===== src/rtl/uart_rx_fifo.sv =====
// uart_rx_fifo: captures one byte per UART rx_done_tick strobe into a circular FIFO and streams it out show-ahead over valid/ready.
// Push in cycle N is visible in N+1; a full FIFO drops the byte unless the head pops that cycle. UART_RX_FIFO_DROPCNT_EN adds drop_count.
module uart_rx_fifo #(
   parameter int DEPTH  = 16,
   parameter int DATA_W = 8
) (
   input  logic                   clk,
   input  logic                   rst,
   input  logic                   rx_done_tick,
   input  logic [DATA_W-1:0]      din,
   output logic                   m_valid,
   output logic [DATA_W-1:0]      m_data,
   input  logic                   m_ready,
   output logic [$clog2(DEPTH):0] count,
   output logic                   full,
   output logic                   empty,
   output logic                   overflow,
   input  logic                   clr_overflow
`ifdef UART_RX_FIFO_DROPCNT_EN
   ,
   output logic [15:0]            drop_count
`endif
);
   localparam int AW = $clog2(DEPTH);
   localparam int PW = AW + 1;

   typedef enum logic {
      WAIT_RISE = 1'b0,
      WAIT_FALL = 1'b1
   } wr_state_t;

   wr_state_t         r_state;
   logic [DATA_W-1:0] r_mem [DEPTH];
   logic [PW-1:0]     r_wr_ptr;
   logic [PW-1:0]     r_rd_ptr;
   logic [PW-1:0]     r_count;
   logic              r_overflow;

   logic              w_push;
   logic              w_pop;
   logic              w_wr_en;
   logic              w_drop;
   logic              w_full;
   logic              w_empty;
   logic [AW-1:0]     w_wr_addr;
   logic [AW-1:0]     w_rd_addr;

   assign w_wr_addr = r_wr_ptr[AW-1:0];
   assign w_rd_addr = r_rd_ptr[AW-1:0];

   // Same low address with differing wrap bit means the writer is a full lap ahead.
   assign w_empty = (r_wr_ptr == r_rd_ptr);
   assign w_full  = (r_wr_ptr[AW] != r_rd_ptr[AW]) && (w_wr_addr == w_rd_addr);

   assign w_push  = (r_state == WAIT_RISE) && rx_done_tick;
   assign w_pop   = !w_empty && m_ready;
   assign w_wr_en = w_push && (!w_full || w_pop);
   assign w_drop  = w_push && w_full && !w_pop;

   assign m_valid  = !w_empty;
   assign m_data   = r_mem[w_rd_addr];
   assign count    = r_count;
   assign full     = w_full;
   assign empty    = w_empty;
   assign overflow = r_overflow;

   always_ff @(posedge clk) begin
      if (rst) begin
         r_state <= WAIT_RISE;
      end else begin
         case (r_state)
            WAIT_RISE: if (rx_done_tick)  r_state <= WAIT_FALL;
            WAIT_FALL: if (!rx_done_tick) r_state <= WAIT_RISE;
            default:                      r_state <= WAIT_RISE;
         endcase
      end
   end

   always_ff @(posedge clk) begin
      if (rst) begin
         for (int i = 0; i < DEPTH; i++) begin
            r_mem[i] <= '0;
         end
      end else if (w_wr_en) begin
         r_mem[w_wr_addr] <= din;
      end
   end

   always_ff @(posedge clk) begin
      if (rst) begin
         r_wr_ptr <= '0;
         r_rd_ptr <= '0;
         r_count  <= '0;
      end else begin
         if (w_wr_en) begin
            r_wr_ptr <= r_wr_ptr + PW'(1);
         end
         if (w_pop) begin
            r_rd_ptr <= r_rd_ptr + PW'(1);
         end
         case ({w_wr_en, w_pop})
            2'b10:   r_count <= r_count + PW'(1);
            2'b01:   r_count <= r_count - PW'(1);
            default: r_count <= r_count;
         endcase
      end
   end

   // A fresh drop outranks a same-cycle clear so no loss goes unreported.
   always_ff @(posedge clk) begin
      if (rst) begin
         r_overflow <= 1'b0;
      end else if (w_drop) begin
         r_overflow <= 1'b1;
      end else if (clr_overflow) begin
         r_overflow <= 1'b0;
      end
   end

`ifdef UART_RX_FIFO_DROPCNT_EN
   logic [15:0] r_drop_count;

   always_ff @(posedge clk) begin
      if (rst) begin
         r_drop_count <= '0;
      end else if (w_drop) begin
         if (clr_overflow) begin
            r_drop_count <= 16'd1;
         end else if (r_drop_count != 16'hFFFF) begin
            r_drop_count <= r_drop_count + 16'd1;
         end
      end else if (clr_overflow) begin
         r_drop_count <= '0;
      end
   end

   assign drop_count = r_drop_count;
`endif

endmodule


===== config.mk =====
export PLATFORM = sky130hd
export DESIGN_NAME = uart_rx_fifo
export DESIGN_NICKNAME = d
export VERILOG_FILES = /design/src/rtl/uart_rx_fifo.sv
export SDC_FILE = /design/constraint.sdc
export NUM_CORES = 1
export LEC_CHECK = 0
export BUFFER_PORTS_ARGS = -buffer_cell sky130_fd_sc_hd__buf_2
export CAP_MARGIN = 20
export CORE_MARGIN = 8
export CORE_UTILIZATION = 55
export DETAILED_ROUTE_END_ITERATION = 6
export PLACE_DENSITY = 0.75
export SLEW_MARGIN = 10
export SYNTH_ARGS = -nofsm -noshare
export SYNTH_HDL_FRONTEND = slang
export SYNTH_SLANG_ARGS = --single-unit

===== constraint.sdc =====
create_clock -name clk -period 2.8 [get_ports clk]
set_clock_uncertainty 0.1 [all_clocks]
set_input_delay 0.28 -clock clk [delete_from_list [all_inputs] [get_ports clk]]
set_output_delay 0.28 -clock clk [all_outputs]
set_load 0.005 [all_outputs]

# --- Yosys cells after proc, flatten, opt, wreduce, memory -nomap -nowiden ---
# Memories as Yosys holds them, arrays and structs flattened. A register that Yosys moved wholly into a read port is not among the register bits.
# Cells that the tools add are included.
op_classes:
  n_addsub: 4
  eq_ne: 5
  reduce_logical: 13
  bitwise: 1
  muxes: 14
op_table:
  columns: ["op", "count"]
  rows:
  - ["5-bit by 1-bit adder with 5-bit output (second input constant)", 3]
  - ["4-bit 2-to-1 mux", 3]
  - ["5-bit one-hot mux with 2 select lines", 1]
  - ["1-bit 2-to-1 mux", 9]
  - ["8-bit 2-to-1 mux", 1]
  - ["8-bit OR reduction", 1]
  - ["1-bit logical AND", 6]
  - ["5-bit == test", 1]
  - ["5-bit by 1-bit subtractor with 5-bit output (second input constant)", 1]
  - ["4-bit == test", 1]
  - ["2-bit nonzero test", 2]
  - ["1-bit zero test", 3]
  - ["2-bit by 1-bit == test with 1-bit output (second input constant)", 1]
  - ["2-bit == test (second input constant)", 1]
  - ["1-bit logical OR", 1]
  - ["1-bit inequality test", 1]
  - ["1-bit inverter", 1]
totals:
  in_bits: 13
  out_inout_bits: 17
  mem_bits_rw: 128
  elab_cells: 43
  register_bits: 17
  mem_count: 1
mem_list:
  columns: ["name", "depth", "word_bits", "read_ports", "rd_clocked_by_memory_dff", "wr", "line", "source"]
  rows:
  - ["r_mem", 16, 8, 1, 1, 16, "33", "logic [DATA_W-1:0] r_mem [DEPTH];"]

# --- Depth between registers and ports, before layout ---
# Gate-level depths: netlist (run 1).
depth:
  ltp_word: 10
  depth_mapped: 12
  depth_no_buf: 11

# --- Worst setup path before layout (run 1) ---
# No wires, ideal clock.
synth_path:
  kind: "register to register"
  from: "register r_wr_ptr[0]"
  to: "register r_count[4] (netlist: count[4])"
  arrival_ps: 2436
  required_time_ps: 2579
  slack_ps: 143
  path_stages_with_launch: 12
  setup_ps: 121
  path_buffers: 1
  period_less_slack_ps: 2657
  cell_sequence: "dfxtp_1 > xnor2_1 > and4_4 > buf_6 > nand2_1 > nand3_1 > inv_2 > ha_1 > a21o_1 > a21oi_1 > mux2i_1 > mux2_2"
synth_via:
  elab_chain_cells: 7
  elab_cells_between_ends: 12
  cone_classes: "eq/ne (4); mux (1); reduce/logical (7)"
synth_rtl:
  columns: ["element", "line", "source"]
  rows:
  - ["from (decl)", "34", "logic [PW-1:0] r_wr_ptr;"]
  - ["from (signal assigned)", "96", "r_wr_ptr <= r_wr_ptr + PW'(1);"]
  - ["5-bit == test (*)", "52", "assign w_empty = (r_wr_ptr == r_rd_ptr);"]
  - ["1-bit zero test (*)", null, null]
  - ["named net m_valid", "11", "output logic m_valid,"]
  - ["1-bit logical AND (*)", "56", "assign w_pop = !w_empty && m_ready;"]
  - ["1-bit logical OR", "57", "assign w_wr_en = w_push && (!w_full || w_pop);"]
  - ["1-bit logical AND", "57", null]
  - ["2-bit by 1-bit == test with 1-bit output or 2-bit == test (tied branches)", "101", "case ({w_wr_en, w_pop})"]
  - ["5-bit one-hot mux with 2 select lines or 2-bit nonzero test (tied branches)", null, null]
  - ["to (signal assigned)", "102", "2'b10: r_count <= r_count + PW'(1);"]
  - ["to (signal assigned)", "103", "2'b01: r_count <= r_count - PW'(1);"]
  - ["to (signal assigned)", "104", "default: r_count <= r_count;"]
  - ["to (decl)", "36", "logic [PW-1:0] r_count;"]
# Mark *: on every way through the listed nets, which the timed path passes. The rest lies on a longest branch.
# A chain may end at the register's enable or synchronous reset.

# --- Worst setup path after layout (run 1) ---
layout_path:
  from: "register r_rd_ptr[3]"
  to: "register r_count[4] (netlist: count[4])"
layout_via:
  elab_chain_cells: 7
  elab_cells_between_ends: 12
  cone_classes: "eq/ne (4); mux (1); reduce/logical (7)"
layout_rtl:
  columns: ["element", "line", "source"]
  rows:
  - ["from (decl)", "35", "logic [PW-1:0] r_rd_ptr;"]
  - ["from (signal assigned)", "99", "r_rd_ptr <= r_rd_ptr + PW'(1);"]
  - ["5-bit == test or 4-bit == test (tied branches)", "52, 53", null]
  - ["1-bit zero test or 1-bit logical AND (tied branches)", "56, 53", null]
  - ["1-bit logical AND or 1-bit zero test (tied branches)", "56, 57", null]
  - ["1-bit logical OR", "57", null]
  - ["1-bit logical AND", "57", null]
  - ["2-bit by 1-bit == test with 1-bit output or 2-bit == test (tied branches)", "101", null]
  - ["5-bit one-hot mux with 2 select lines or 2-bit nonzero test (tied branches)", null, null]
# Parallel ways exist; a longest one is shown, timed or not.

==> impl_results.md, run 1 <==
* Vias in the first global route at 4497
* Post-CTS Repair Setup Buffers at 0
* Syn Area/Cell at 13.3 sq um
* Worst slew margin at between 50% and 60%
* PD cells at 728 nW/um^2
* Nets at 580
* Max Fclk at 366 MHz
* Antenna violations before repair at 0
* Synthesized area at slightly below 7000 sq um
* Slew of the pin with the lowest slew margin at approximately 650 ps
* Clock slew at reported path FFs at 50 ps
* Port-buffer cells at 29
* Drt total wl at 17300 microns
* Yosys reg bits at 149
* Worst min path class: in2reg
* Largest family of logic cells by synthesized area: multiplexers
* Worst hold slack at 31.5 ps
* H-tree depth at 4
* DR vias/cell at 6.16
* Post-route ant nets at 0
* Overall die width at 127 microns
* Die area at roughly 16000 sq um
* CTS tree: done
* Most common cell after layout, fill and taps aside: nor2_1
* GPL Wtd Cong at ~0.9
* Total power at 5700 uW
* Residual DRC at 0
* Kind of critical path: reg2reg
* Run status: completed
* Worst EP arrival at 2940 ps
* Mapped Nets at 530
* # IOs at 30
* Fin cells at 718
* Synth Area in Compound Gates at 2.72%
* Post-Synth XOR/XNOR Area at 2.07%
* N_diodes at 0
* Mux cell area share after synthesis at 13.9%
* Initial Util at 56.3%
* Worst Setup Start Kind: flip-flop
* Clk_lat worst skew at 420 ps
* Total CTS buffers at 17
* Crit end category: flip-flop
* Setup tns final at 0 ps
* Die Y at 127 microns
* All-Layer GR Usage at 22.4%
* Global-route wire length before repair at about 26000 microns
* Synthesized-area fraction occupied by and/or/nand/nor cells at between 10 and 15%
* Synth Area in Adders at 1.77%
* Min Tclk post-route at 2730 ps
* DR vias at about 4400
* Sink Count at around 150
* Area Growth Syn to Fin at 15.7%
* Placed cells at around 690
* DR WL/cell at around 24 microns
* GR Overflow Total at 0
* Root buf cell: clkbuf_16
* Pleak at 0.00288 uW
* Crit-path max FO at 12
* Fin area at around 8000 sq um
* Initial DRC Count at a little under 600
* Worst path required time at around 3000 ps
* Dpl hpwl at 11300 microns
* Commonest non-fill, non-tap cells in the layout: 137 x nor2_1, 128 x edfxtp_1, 44 x nand2_1
* Largest net degree at the start of global routing at 33
* Sequential fraction of the synthesis area at 63.0%
* Final Hold Viols at 0
* Core Rows at 40
* Clock buffer depth at 2
* Core area at 12000 sq um
* Max Cap Viol at 0
* Layout fillers at roughly 860
* Drt first pass iters at 6
* Max-slew violation count at 0
* Yosys cell types at 36
* Period utilisation layout at 97.6%
* Peak VDD IR at just over 0.0004 V
* Placed Area at slightly above 7000 sq um
* Share of cells above drive strength 1 at 24.3%
* Ys Warns at 0
* # setup viols final at 0
* Synth Instances at 508
[where the power goes]
group | internal (uW) | total, uW | switching, uW
clock network | 1390 | 2230 | 843
registers | 2520 | 2590 | 75.1
logic | 420 | 876 | 456
total | 4330 | 5700 | 1370
[layer usage]
metal	share of wire, %	GRT usage (%)
met3	10	6.12
met4	2.9	11.2
met2	49	35.3
met5	0	0
met1	38	27.9
[state kept, by name, summed over array words and instances (netlist names), named ones only]
register  count
r_wr_ptr      5
r_state       1
r_mem       128
count         5
overflow      1
r_rd_ptr      5
[final timing paths]
| path | slack [ps] | end | depth (start not counted) | startpoint |
|---|---|---|---|---|
| hold reg to reg | 400 | count[3]$_SDFFE_PP0P_ | 2 | count[3]$_SDFFE_PP0P_ |
| setup reg to reg | 70 | count[4]$_SDFFE_PP0P_ | 10 | r_rd_ptr[3]$_SDFFE_PP0N_ |
| hold / removal | 30 | r_state$_SDFF_PP0_ | 2 | rx_done_tick |
| setup / recovery | 70 | count[4]$_SDFFE_PP0P_ | 10 | r_rd_ptr[3]$_SDFFE_PP0N_ |
[cell families (layout without fill, tap and decap cells)]
family	Yosys count	in the layout
AO/OA/AOI/OAI	25	25
adder cells (fa/ha/maj)	9	9
multiplexers	44	44
XOR/XNOR	16	16
flip-flops	149	149
buffers and inverters	40	103
AND/OR/NAND/NOR	225	225
[worst max-delay path, stage by stage (launching register included)]
cell and delay (ps):
dfxtp_1 340, xnor2_1 250, and4_4 270, nand2_1 110, nand3_1 160, inv_2 120, ha_1 340, a21o_1 170
a21oi_1 190, mux2i_1 220, mux2_2 340
[through the flow]
stage	setup slack, ps	utilization, %
after detailed placement	60.2	60.1
final	66.7	65.2
after CTS	41.3	64.9
after global placement	171	60.1
after floorplan	143	-
after global routing	-58.1	65.2
[what timing repair did]
action / CTS / global route
hold buffers: 0 / 0
cloned: 0 / 0
resized for setup: 1 / 7
pin swaps: 0 / 0
setup endpoints to repair: 1 / 1
[Yosys cell counts, drive strengths merged]
cell type  count  area (sq um)
o311a          2          20.0
a21oi          7          35.0
and3           9          56.3
a21o           2          15.0
buf           15          78.8
nand3         13          65.1
xnor2         13           114
nor2         137           514
o211ai         3          22.5
or2            1          6.26
nor2b          5          31.3
a32oi          1          8.76
nand2b         9          56.3
clkbuf        14          52.6
o41ai          2          17.5
nor3b          1          7.51
mux2i          2          20.0
nor3           1          5.00
and4           1          11.3
edfxtp       128          3840
mux4          40           901
o21ai          3          15.0
inv           11          41.3
ha             8           100
dfxtp         21           420
a211oi         2          20.0
nand2         44           165
nand4          4          25.0
mux2           2          22.5
xor2           3          26.3
a41o           3          30.0
fa             1          20.0
[final cells by class]
cell class / instances / area (sq um) / share of cell area (%)
multi-input combinational: 319 / 2350 / 30.1
clock inverter: 11 / 134 / 1.71
sequential: 149 / 4270 / 54.6
timing repair buffer: 60 / 403 / 5.15
clock buffer: 21 / 440 / 5.63
inverter: 11 / 41.3 / 0.527
tap: 147 / 184 / 2.35
Note: power is estimated with default switching activity, not from simulation.
==> run 2: changes to the inputs <==
Settings changed: CORE_ASPECT_RATIO set to 2, SETUP_SLACK_MARGIN set to 0.3.
Clock period 2.8 ns to 2.4 ns, I/O delays scaled along.
==> impl_results.md, run 2 (same netlist as run 1, synthesis figures left out) <==
* Crit-path max FO at 6 (-6)
* Max Fclk at 378 MHz
* Commonest non-fill, non-tap cells in the layout: 128 x edfxtp_1, 87 x nor2_4, 40 x nor2_1, 40 x mux4_2
* PD cells at 779 nW/um^2 (+6.9%)
* Peak VDD IR at 0.000605 V (+48%)
* Kind of critical path: reg2out
* DR WL/cell at 33.3 microns (+38%)
* Die area at 16300 sq um (+1.3%)
* Setup slack at placement at 17.8 ps (-42.4 ps)
* Root buf cell: clkbuf_16
* Area Growth Syn to Fin at 42.9%
* Port-buffer cells at 29 (unchanged)
* Clock buffer depth at 2 (unchanged)
* All-Layer GR Usage at 26.2% (+3.8 points)
* Worst setup margin at -244 ps (-311 ps)
* Min Tclk post-route at 2640 ps
* Placed Area at 7230 sq um (+0.10%)
* Layout fillers at 569 (-34%)
* Run status: finished with violations
* Worst EP arrival at 2300 ps (-640 ps)
* Drt total wl at 24800 microns (+43%)
* # IOs at 30 (unchanged)
* N_diodes at 0 (unchanged)
* Worst min path class: in2reg
* GR Overflow Total at 0 (unchanged)
* Overall die width at 94.4 microns (-26%)
* Share of cells above drive strength 1 at 54.8% (+30 points)
* Global-route wire length before repair at 30100 microns (+15%)
* DR vias/cell at 6.91 (+12%)
* Max-slew violation count at 0 (unchanged)
* Nets at 607 (+4.7%)
* Core area at 12100 sq um (+0.34%)
* Vias in the first global route at 5016 (+12%)
* Largest net degree at the start of global routing at 33 (unchanged)
* Max reg flops at 128 (unchanged)
* Sink Count at 149 (unchanged)
* Initial DRC Count at 547 (-8.1%)
* CTS tree: done
* H-tree depth at 4 (unchanged)
* Core Rows at 57 (+43%)
* Fin area at 9670 sq um (+24%)
* Slew of the pin with the lowest slew margin at 1260 ps (+606 ps)
* Post-route ant nets at 0 (unchanged)
* Total CTS buffers at 17 (unchanged)
* Failing checks: setup timing
* GPL Wtd Cong at 0.905 (+1.6%)
* Worst slew margin at 15.9% (-40 points)
* Residual DRC at 0 (unchanged)
* Period utilisation layout at 110%
* Most common cell after layout, fill and taps aside: edfxtp_1
* Crit end category: output pin
* Die Y at 173 microns (+36%)
* Worst path required time at 2060 ps (-950 ps)
* Worst Setup Start Kind: flip-flop
* RSZ-0062 raised after global routing: true
* Clk_lat worst skew at 430 ps (about the same)
* Initial Util at 56.2% (-0.19 points)
* Clock slew at reported path FFs at 60 ps (about the same)
* Reg with most FFs: r_mem
* Max Cap Viol at 0 (unchanged)
* Drt first pass iters at 5 (-1)
* Setup tns final at -1860 ps (-1860 ps)
* Antenna violations before repair at 0 (unchanged)
* Final Hold Viols at 0 (unchanged)
* DR vias at 5139 (+16%)
* Pleak at 0.00323 uW (+12%)
* Dpl hpwl at 13100 microns (+16%)
* # setup viols final at 17 (+17)
## run 2: final cells by class
cell class / count / area, sq um / share of cell area (%)
sequential: 149 / 4280 / 44.3
multi-input combinational: 319 / 3520 / 36.4
timing repair buffer: 87 / 1020 / 10.6
clock buffer: 19 / 433 / 4.48
tap: 147 / 184 / 1.90
clock inverter: 12 / 180 / 1.86
inverter: 11 / 46.3 / 0.479
## run 2: report_power, final
part	total (uW)	internal, uW	switching, uW
Combinational	1640	769	875
Sequential	3040	2940	102
Clock	2850	1740	1110
Total	7530	5440	2090
## run 2: final timing paths
path | from | to | slack (ps) | cells past startpoint
min reg2reg | count[3]$_SDFFE_PP0P_ | count[3]$_SDFFE_PP0P_ | 410 | 2
max | flip-flop | m_data[2] | -240 | 5
min | clr_overflow | overflow$_SDFFE_PP0P_ | 40 | 4
max reg2reg | r_wr_ptr[1]$_SDFFE_PP0N_ | count[4]$_SDFFE_PP0P_ | -120 | 10
## run 2: what timing repair did
action / CTS / global route
hold endpoints to repair: 1 / 0
setup endpoints to repair: 92 / 181
hold buffers: 1 / 0
cloned: 3 / 11
pin swaps: 10 / 65
resized for setup: 51 / 272
buffers inserted: 11 / 11
## run 2: per-stage QoR
| step | std cells | total power, uW | hold WS, ps | utilization (%) |
|---|---|---|---|---|
| after CTS | 722 | 7130 | 40.2 | 68.2 |
| after global placement | 676 | 4120 | 373 | 60.0 |
| after floorplan | 508 | 3770 | 268 | - |
| final | 744 | 7530 | 43.5 | 80.3 |
| after global routing | 744 | 7690 | 75.2 | 80.3 |
| after detailed placement | 676 | 4160 | 384 | 60.0 |
## run 2: worst max-delay path, stage by stage (launching register included)
cell and delay (ps):
dfxtp_4 420, buf_12 140, buf_16 140, mux4_2 530
mux4_2 510, buf_6 140
## run 2: metal layers
metal	global-route usage (%)	wire length (microns)	vias to the layer above	share of wire, %
met5	0	0	-	0
met4	25.6	2480	0	10
met3	5.81	2110	153	8.5
met2	44.8	13100	420	53
met1	23.7	7080	2540	29
li1	-	-	2026	-
==> run 3: changes to the inputs <==
Settings changed: RECOVER_POWER set to 50.
==> impl_results.md, run 3 (same netlist as run 1, synthesis figures left out) <==
* Fin cells at 744 (unchanged)
* Clock buffer depth at 2 (unchanged)
* Pleak at 0.00317 uW (-1.8%)
* Area Growth Syn to Fin at 41.8%
* Initial DRC Count at 585 (+6.9%)
* Slew of the pin with the lowest slew margin at 1150 ps (-114 ps)
* Run status: finished with violations
* Peak VDD IR at 0.000604 V (-0.10%)
* # IOs at 30 (unchanged)
* Overall die width at 94.4 microns (unchanged)
* Min Tclk post-route at 2650 ps (+1.84 ps)
* Clk_lat worst skew at 430 ps (about the same)
* GPL Wtd Cong at 0.905 (unchanged)
* Die area at 16300 sq um (unchanged)
* Drt first pass iters at 5 (unchanged)
* Die Y at 173 microns (unchanged)
* All-Layer GR Usage at 26.2% (unchanged)
* Worst slew margin at 23.5% (+7.6 points)
* Post-route ant nets at 0 (unchanged)
* Failing checks: setup timing
* CP max stage delay at 530 ps (about the same)
* Kind of critical path: reg2out
* Core area at 12100 sq um (unchanged)
* H-tree depth at 4 (unchanged)
* Port-buffer cells at 29 (unchanged)
* GR Overflow Total at 0 (unchanged)
* Period utilisation layout at 110% (about the same)
* Most common cell after layout, fill and taps aside: edfxtp_1
* CTS tree: done
* Global-route wire length before repair at 30100 microns (unchanged)
* Dpl hpwl at 13100 microns (unchanged)
* Reg with most FFs: r_mem
* Vias in the first global route at 5016 (unchanged)
* RSZ-0062 raised after global routing: true
* Residual DRC at 0 (unchanged)
* PD cells at 781 nW/um^2 (+0.30%)
* Root buf cell: clkbuf_16
* Antenna violations before repair at 0 (unchanged)
* Max Fclk at 378 MHz (about the same)
* Worst setup margin at -246 ps (-1.84 ps)
* Max Cap Viol at 0 (unchanged)
* CP bufs+invs at 3 (unchanged)
* CP Cell Sequence: buf_12 -> buf_16 -> mux4_2 -> mux4_2 -> buf_6
* Worst hold slack at 39.0 ps (-4.45 ps)
* Initial Util at 56.2% (unchanged)
* Placed cells at 676 (unchanged)
* DR WL/cell at 33.4 microns (+0.21%)
* Layout fillers at 596 (+4.7%)
* Largest net degree at the start of global routing at 33 (unchanged)
* Final core utilization at 79.6% (-0.65 points)
* Worst path required time at 2060 ps (about the same)
* Crit end category: output pin
* Crit-path max FO at 6 (unchanged)
* Worst Setup Start Kind: flip-flop
* Core Rows at 57 (unchanged)
* Register area at 4280 sq um (about the same)
* Hold_sp: clr_overflow
* Sink Count at 149 (unchanged)
* Nets at 607 (unchanged)
* Share of cells above drive strength 1 at 52.3% (-2.5 points)
* # setup viols final at 205 (+188)
* Total CTS buffers at 17 (unchanged)
* Clock slew at reported path FFs at 60 ps (about the same)
* Crit-path most repeated cell: mux4_2
* Worst path slowest cell: mux4_2
* Worst EP arrival at 2310 ps (about the same)
* DR vias/cell at 6.83 (-1.1%)
* DR vias at 5084 (-1.1%)
* N_diodes at 0 (unchanged)
* Final Hold Viols at 0 (unchanged)
* Max-slew violation count at 0 (unchanged)
* Max reg flops at 128 (unchanged)
* Commonest non-fill, non-tap cells in the layout: 128 x edfxtp_1, 87 x nor2_4, 40 x nor2_1, 40 x mux4_2, 27 x nand2_1
* Drt total wl at 24800 microns (+0.21%)
* Worst min path class: in2reg
* Area of the multi-input gates at 3480 sq um (-1.2%)
* Worst R2R Start: r_wr_ptr[0]$_SDFFE_PP0N_
* CP delay by family, top: multiplexers
[run 3: cell count changes in the layout (fill, tap and decap cells not counted), moves of 2 or more]
| cell | previous run | this run |
|---|---|---|
| buf_2 | 27 | 20 |
| buf_4 | 16 | 11 |
| clkbuf_1 | 2 | 12 |
| clkbuf_2 | 0 | 2 |
| xnor2_1 | 8 | 10 |
| xnor2_2 | 4 | 2 |
[run 3: layout make-up]
| cell class | count | area share [%] |
|---|---|---|
| Sequential cell | 149 | 44.6 |
| Inverter | 11 | 0.483 |
| Multi-Input combinational cell | 319 | 36.3 |
| Clock inverter | 12 | 1.88 |
| Clock buffer | 19 | 4.51 |
| Tap cell | 147 | 1.92 |
| Timing Repair Buffer | 87 | 10.3 |
[run 3: routing by layer]
metal	global-route usage, %	share of wire [%]	vias up
met5	0	0	-
met4	25.6	9.7	0
met3	5.81	7.6	143
met2	44.8	53	381
met1	23.7	29	2545
li1	-	-	2015
[run 3: what timing repair did]
action,in CTS,in global routing
endpoints found under the setup margin,92,181
hold endpoints to repair,1,0
pin swaps,10,65
hold buffers,1,0
setup buffers,11,11
resized for setup,51,272
cloned,3,11
[run 3: path summary, 6_finish.rpt]
path	slack (ps)	depth (start not counted)	endpoint
worst max-delay path	-250	5	m_data[2]
worst min-delay path	40	4	overflow$_SDFFE_PP0P_
worst max register to register	-220	11	r_mem[8][1]$_SDFFCE_PN0P_
worst min register to register	410	2	count[3]$_SDFFE_PP0P_
[run 3: worst register-to-register path, delay by kind of cell (launching register included)]
| family | cells | cell delay [ps] |
|---|---|---|
| buffers and inverters | 6 | 1010 |
| AND/OR/NAND/NOR | 3 | 480 |
| flip-flops | 1 | 460 |
| AO/OA/AOI/OAI | 1 | 280 |
| XOR/XNOR | 1 | 150 |
[run 3: per-stage QoR]
step                TNS [ps]  total power (uW)  worst slack (ps)  area (sq um)
finish                -22530              7490              -246          9590
global route          -33440              7650              -285          9590
global placement           0              4120               103          7230
detailed placement         0              4160              17.8          7230
CTS                    -1500              7130              -209          8220
floorplan                  0              3770              74.1          6860
[run 3: power by group]
part / internal (uW) / switching (uW) / leakage, uW
logic: 733 / 870 / 0.00139
clock network: 1740 / 1120 / 0.000282
registers: 2940 / 98.9 / 0.00150
